[config.mk]
export PLATFORM = sky130hd
export DESIGN_NAME = uart_mmio_ctrl
export DESIGN_NICKNAME = d
export VERILOG_FILES = /design/src/rtl/uart_mmio_ctrl.sv
export SDC_FILE = /design/constraint.sdc
export NUM_CORES = 1
export LEC_CHECK = 0
export CAP_MARGIN = 0
export CORE_MARGIN = 5
export CORE_UTILIZATION = 55
export CTS_CLUSTER_SIZE = 28
export DETAILED_ROUTE_END_ITERATION = 7
export GPL_ROUTABILITY_DRIVEN = 0
export GPL_TIMING_DRIVEN = 0
export PLACE_DENSITY = 0.76
export SYNTH_ARGS = -nofsm -noshare
export SYNTH_HDL_FRONTEND = slang
export SYNTH_SLANG_ARGS = --single-unit
[constraint.sdc]
create_clock -name clk -period 3.6 [get_ports clk]
set_clock_uncertainty 0.2 [all_clocks]
set_input_delay 0.36 -clock clk [delete_from_list [all_inputs] [get_ports clk]]
set_output_delay 0.36 -clock clk [all_outputs]
set_load 0.01 [all_outputs]
[src/rtl/uart_mmio_ctrl.sv]
// Register-mapped front end for the uart_tx/uart_rx pair: baud divide register,
// TX/RX FIFOs, TX handshake sequencer, sticky error flags and a level interrupt.
`ifndef UART_DATA_WIDTH
`define UART_DATA_WIDTH 8
`endif
`ifndef UART_DIVIDE_OVERRIDE_SIM
`define UART_DIVIDE_OVERRIDE_SIM 16
`endif

module uart_mmio_ctrl #(
    parameter int                   DATA_WIDTH   = `UART_DATA_WIDTH,
    parameter int                   WORD_SIZE    = 32,
    parameter int                   FIFO_DEPTH   = 8,
    parameter logic [WORD_SIZE-1:0] DIVIDE_RESET = WORD_SIZE'(`UART_DIVIDE_OVERRIDE_SIM)
) (
    input  logic                  clk,
    input  logic                  rst,
    input  logic [1:0]            reg_sel,
    input  logic                  reg_wr,
    input  logic                  reg_rd,
    input  logic [WORD_SIZE-1:0]  reg_wdata,
    output logic [WORD_SIZE-1:0]  reg_rdata,
    output logic                  reg_ack,
    output logic [DATA_WIDTH-1:0] uart_tx_data,
    output logic                  uart_tx_valid,
    input  logic                  uart_tx_ready,
    input  logic [DATA_WIDTH-1:0] uart_rx_data,
    input  logic                  uart_rx_valid,
    input  logic                  uart_rx_err,
    output logic [WORD_SIZE-1:0]  uart_divide,
    output logic                  irq
);
    localparam int AW = $clog2(FIFO_DEPTH);
    localparam int PW = AW + 1;

    typedef enum logic [1:0] {S_IDLE, S_SEND, S_HOLD, S_DRAIN} tx_state_e;

    tx_state_e             state_q, state_d;
    logic [DATA_WIDTH-1:0] tx_data_q, tx_data_d;
    logic [WORD_SIZE-1:0]  rdata_q, rdata_d;
    logic [WORD_SIZE-1:0]  divide_q, divide_d;
    logic [1:0]            ctrl_q, ctrl_d;
    logic                  ack_q, irq_q, irq_d;
    logic                  tx_ovf_q, tx_ovf_d, rx_ovr_q, rx_ovr_d, rx_ferr_q, rx_ferr_d;

    logic [PW-1:0]         tx_wr_q, tx_wr_d, tx_rd_q, tx_rd_d;
    logic [PW-1:0]         rx_wr_q, rx_wr_d, rx_rd_q, rx_rd_d;
    logic [DATA_WIDTH-1:0] tx_mem [FIFO_DEPTH];
    logic [DATA_WIDTH-1:0] rx_mem [FIFO_DEPTH];

    logic                  data_wr, data_rd, divide_wr, ctrl_wr, flush, clear;
    logic                  tx_empty, tx_full, rx_empty, rx_full;
    logic                  tx_push, tx_pop, rx_push, rx_pop;
    logic [PW-1:0]         tx_count, rx_count;
    logic [DATA_WIDTH-1:0] tx_head, rx_head;
    logic [WORD_SIZE-1:0]  status_w;

    assign data_wr   = reg_wr && (reg_sel == 2'd0);
    assign data_rd   = reg_rd && (reg_sel == 2'd0);
    assign divide_wr = reg_wr && (reg_sel == 2'd2);
    assign ctrl_wr   = reg_wr && (reg_sel == 2'd3);
    assign flush     = ctrl_wr && reg_wdata[9];
    assign clear     = ctrl_wr && reg_wdata[8];

    // Pointers carry one extra wrap bit so full and empty are distinguishable.
    assign tx_empty = (tx_wr_q == tx_rd_q);
    assign tx_full  = (tx_wr_q[AW] != tx_rd_q[AW]) && (tx_wr_q[AW-1:0] == tx_rd_q[AW-1:0]);
    assign rx_empty = (rx_wr_q == rx_rd_q);
    assign rx_full  = (rx_wr_q[AW] != rx_rd_q[AW]) && (rx_wr_q[AW-1:0] == rx_rd_q[AW-1:0]);
    assign tx_count = tx_wr_q - tx_rd_q;
    assign rx_count = rx_wr_q - rx_rd_q;
    assign tx_head  = tx_mem[tx_rd_q[AW-1:0]];
    assign rx_head  = rx_mem[rx_rd_q[AW-1:0]];

    // A pop in the same cycle frees the slot a full-FIFO push needs.
    assign tx_pop  = (state_q == S_IDLE) && !tx_empty && uart_tx_ready;
    assign tx_push = data_wr && (!tx_full || tx_pop);
    assign rx_pop  = data_rd && !rx_empty;
    assign rx_push = uart_rx_valid && !uart_rx_err && (!rx_full || rx_pop);

    always_comb begin
        tx_wr_d = flush ? '0 : tx_wr_q + PW'(tx_push);
        tx_rd_d = flush ? '0 : tx_rd_q + PW'(tx_pop);
        rx_wr_d = flush ? '0 : rx_wr_q + PW'(rx_push);
        rx_rd_d = flush ? '0 : rx_rd_q + PW'(rx_pop);
    end

    always_ff @(posedge clk) begin
        if (tx_push) tx_mem[tx_wr_q[AW-1:0]] <= reg_wdata[DATA_WIDTH-1:0];
        if (rx_push) rx_mem[rx_wr_q[AW-1:0]] <= uart_rx_data;
    end

    // Set wins over clear so an event coincident with a clear is not lost.
    always_comb begin
        tx_ovf_d  = (tx_ovf_q  & ~clear) | (data_wr & tx_full & ~tx_pop);
        rx_ovr_d  = (rx_ovr_q  & ~clear) | (uart_rx_valid & ~uart_rx_err & rx_full & ~rx_pop);
        rx_ferr_d = (rx_ferr_q & ~clear) | (uart_rx_valid & uart_rx_err);
        divide_d  = divide_wr ? reg_wdata : divide_q;
        ctrl_d    = ctrl_wr ? reg_wdata[1:0] : ctrl_q;
        irq_d     = (ctrl_q[0] & ~rx_empty) | (ctrl_q[1] & tx_empty & (state_q == S_IDLE));
    end

    always_comb begin
        status_w        = '0;
        status_w[0]     = tx_full;
        status_w[1]     = tx_empty;
        status_w[2]     = rx_empty;
        status_w[3]     = rx_full;
        status_w[4]     = (state_q != S_IDLE) || !tx_empty;
        status_w[5]     = rx_ovr_q;
        status_w[6]     = rx_ferr_q;
        status_w[7]     = tx_ovf_q;
        status_w[15:8]  = 8'(rx_count);
        status_w[23:16] = 8'(tx_count);
    end

    always_comb begin
        rdata_d = rdata_q;
        if (reg_rd) begin
            rdata_d = '0;
            case (reg_sel)
                2'd0:    if (!rx_empty) rdata_d[DATA_WIDTH-1:0] = rx_head;
                2'd1:    rdata_d = status_w;
                2'd2:    rdata_d = divide_q;
                default: rdata_d[1:0] = ctrl_q;
            endcase
        end
    end

    always_comb begin
        state_d   = state_q;
        tx_data_d = tx_data_q;
        case (state_q)
            S_IDLE: begin
                if (tx_pop) begin
                    state_d   = S_SEND;
                    tx_data_d = tx_head;
                end
            end
            S_SEND:  state_d = S_HOLD;
            S_HOLD:  if (!uart_tx_ready) state_d = S_DRAIN;
            default: if (uart_tx_ready) state_d = S_IDLE;
        endcase
    end

    always_ff @(posedge clk or negedge rst) begin
        if (!rst) begin
            state_q   <= S_IDLE;
            tx_data_q <= '0;
            rdata_q   <= '0;
            ack_q     <= 1'b0;
            divide_q  <= DIVIDE_RESET;
            ctrl_q    <= '0;
            irq_q     <= 1'b0;
            tx_ovf_q  <= 1'b0;
            rx_ovr_q  <= 1'b0;
            rx_ferr_q <= 1'b0;
            tx_wr_q   <= '0;
            tx_rd_q   <= '0;
            rx_wr_q   <= '0;
            rx_rd_q   <= '0;
        end else begin
            state_q   <= state_d;
            tx_data_q <= tx_data_d;
            rdata_q   <= rdata_d;
            ack_q     <= reg_wr | reg_rd;
            divide_q  <= divide_d;
            ctrl_q    <= ctrl_d;
            irq_q     <= irq_d;
            tx_ovf_q  <= tx_ovf_d;
            rx_ovr_q  <= rx_ovr_d;
            rx_ferr_q <= rx_ferr_d;
            tx_wr_q   <= tx_wr_d;
            tx_rd_q   <= tx_rd_d;
            rx_wr_q   <= rx_wr_d;
            rx_rd_q   <= rx_rd_d;
        end
    end

    assign reg_rdata     = rdata_q;
    assign reg_ack       = ack_q;
    assign uart_tx_data  = tx_data_q;
    assign uart_tx_valid = (state_q == S_SEND);
    assign uart_divide   = divide_q;
    assign irq           = irq_q;

endmodule
==> impl_metrics.ini <==
[run_status]
status = finished clean

[synth]
ys.flop_type = edfxtp_1
synth_warnings = 0
yosys.cell_count.top_type = edfxtp_1
synth_edf_count = 128
ys_top_cells_by_count = 128 x edfxtp_1, 96 x dfrtp_1, 42 x nand2_1
syn_area_per_cell_um2 = 15.2
synth_nets = 690
ys_async_sr_fraction = 0.431
netlist-cell-type-count = 46
synth_area_leaders = edfxtp_1 41%, dfrtp_1 26%, mux4_2 5.1%
ys_ff_latch = 225
postSynthCellCount = 616
syn_area_um2 = 9340
synth.top_cell.area_share = 0.411
seq_area_frac_synth = 0.671
yosysTopAreaCell = edfxtp_1

[floorplan]
die_w_um = 140
die_height_um = 140
coreArea_um2 = 16600
start_util = 0.561
rows = 47
die_area_um2 = 19700
num_io_pins = 124

[clock_tree]
cts_made_buffers = 23
cts_tree = yes
cts_buffer_depth = 3
post_cts_buffers = 0
cts_root_buf = clkbuf_16
clk_pin_slew_ps = 60
cts.sinks = 225
clk_latency_ps = 500
htree_levels = 1

[layout]
finish.instance_area_um2 = 11700
drive_above_1_share = 0.151
n_antenna_cell = 0
post-route-util = 0.702
finalNetCount = 839
fillers = 1080
area_growth_pct = 25.1

[routing]
drt_iter0_markers = 356
wl_per_cell_um = 22.1
wl_mm = 22.1
via_count = 5781
detail_route.first_pass.iterations = 5
via_per_inst = 5.78
drcViolationCount = 0
postRouteAntennaNets = 0

[global_route]
top_usage_layer = met2
grt_first_pass_wirelength_mm = 35.2
grt_pass1_vias = 6290
track_usage = 0.229
met2_usage = 0.397
globalRouteOverflowTotal = 0
grt_max_degree = 54
antenna_found_initial = 0
use_met3 = 0.0440
grt_use_met1 = 0.299

[sta]
setup_viol_count_final = 0
hold_violations = 0
final.period_utilization = 0.957
fmaxAchievable_mhz = 290
period_needed_ps = 3440
tightestPinTransition_ps = 777
whs_ps = 160
final_max_slew_viol_count = 0
max_slew_margin = 0.480

[worst_setup_path]
cp-end-kind = register
worst-path-max-fanout = 10
crit_required_ps = 3530
arrival_ps = 3380
critPathLaunchType = register
crit_type = register to register

[pwr]
ir_worst_vdd_mv = 0.457
power.density_nw_per_um2 = 699
p_sw_mw = 2.49
power.leakage_nw = 4.39
total_power_mw = 8.17
pwr-share-clk = 0.284
power.share.sequential = 0.412
sw_frac_of_total = 0.305
p_int_mw = 5.68
pwr-share-comb = 0.304

[placed_design]
dp_hpwl_mm = 15.5
port_buffers = 121
place_area_um2 = 10900

[run]
max_cap_violations = 0

[worst_hold_path]
hold_path.class = input pin to register
[state kept, by name (all words and copies together) (netlist names)]
name / count
state_q: 2
reg_ack: 1
rx_wr_q: 4
reg_rdata: 32
rx_mem: 64
tx_wr_q: 4
rx_ovr_q: 1
rx_rd_q: 4
tx_ovf_q: 1
tx_mem: 64
irq: 1
ctrl_q: 2
uart_divide: 32
rx_ferr_q: 1
uart_tx_data: 8
tx_rd_q: 4
[power by group through the flow]
stage          clock network (mW)  logic, mW  registers (mW)
2_1_floorplan                   0       1.43            3.40
4_1_cts                      2.34       2.47            3.36
3_3_place_gp                    0       2.34            3.38
5_1_grt                      2.46       2.71            3.41
6_report                     2.32       2.48            3.37
3_5_place_dp                    0       2.44            3.40
[area by class of cell]
cell class	count	area, um^2	share of cell area
well taps	220	275	0.0236
clock inverters	3	40.0	0.00343
multi-input cells	330	2900	0.248
repair buffers	124	1250	0.107
flip-flops and latches	225	6270	0.537
plain buffers	32	140	0.0120
inverters	29	109	0.00931
clock buffers	38	703	0.0602
[through the flow]
step           setup slack [ps]  TNS [ps]  instances
2_1_floorplan               474         0        616
3_3_place_gp              -1560   -168030        957
3_5_place_dp               -584    -20190        959
4_1_cts                    -207     -6060       1001
5_1_grt                   -41.1      -892       1001
6_report                    156         0       1001
[final timing paths]
kind                                     from            end  slack (ps)  cells after the start
worst max-delay path               rx_rd_q[1]   rx_mem[7][4]         160                     10
worst min-delay path                   reg_rd   reg_rdata[0]         160                      3
worst max register to register     rx_rd_q[1]   rx_mem[7][4]         160                     10
worst min register to register  reg_rdata[16]  reg_rdata[16]         290                      1
max in group asynchronous                 rst  reg_rdata[14]        2290                      3
min in group asynchronous                 rst     state_q[0]         220                      2
[logic make-up after synthesis]
logic type                 Yosys count  synth area share
AOI/OAI and AO/OA                   84            0.0660
xor gates and xnor gates            15            0.0141
adders and majority gates           25            0.0351
buffers and inverters               61            0.0261
DFF                                225             0.671
muxes                               71             0.122
and+or+nand+nor                    135            0.0656
[routing by layer]
| metal | up-vias | routed length [um] |
|---|---|---|
| met1 | 2936 | 8920 |
| met2 | 194 | 11200 |
| met5 | - | 0 |
| met4 | 0 | 585 |
| met3 | 45 | 1410 |
| li1 | 2606 | - |
[what timing repair did]
action	4_1_cts	5_1_grt
setup endpoints to repair	128	125
gates cloned	0	0
gates resized for setup	6	14
endpoints found under the hold margin	43	0
hold buffers	1	0
[cell usage in the layout, fill, tap and decap left out, types with 6 or more instances in the layout]
| master | count |
|---|---|
| clkdlybuf4s50_1 | 120 |
| mux4_2 | 21 |
| xor2_1 | 7 |
| inv_1 | 28 |
| ha_1 | 23 |
| buf_2 | 6 |
| a211oi_1 | 7 |
| clkbuf_16 | 24 |
| nand3_1 | 20 |
| nor2b_1 | 7 |
| nor2_1 | 32 |
| dfrtp_1 | 96 |
| o21ai_0 | 16 |
| a22o_1 | 8 |
| a22oi_1 | 9 |
| mux2_2 | 39 |
| a31oi_1 | 11 |
| xnor2_1 | 8 |
| clkbuf_1 | 28 |
| and2_1 | 10 |
| nand2_1 | 42 |
| edfxtp_1 | 128 |
| mux4_1 | 7 |
| o2bb2ai_1 | 13 |
[worst max-delay path: stages (launching register included)]
cell      delay, ps
dfrtp_1         460
buf_6           190
buf_2           250
clkbuf_4        270
inv_1            90
ha_1            310
nand3_1         120
a211oi_1         90
nor3b_2         320
nand2_1         270
nor2_2          510
(Power assumes the default switching activity.)
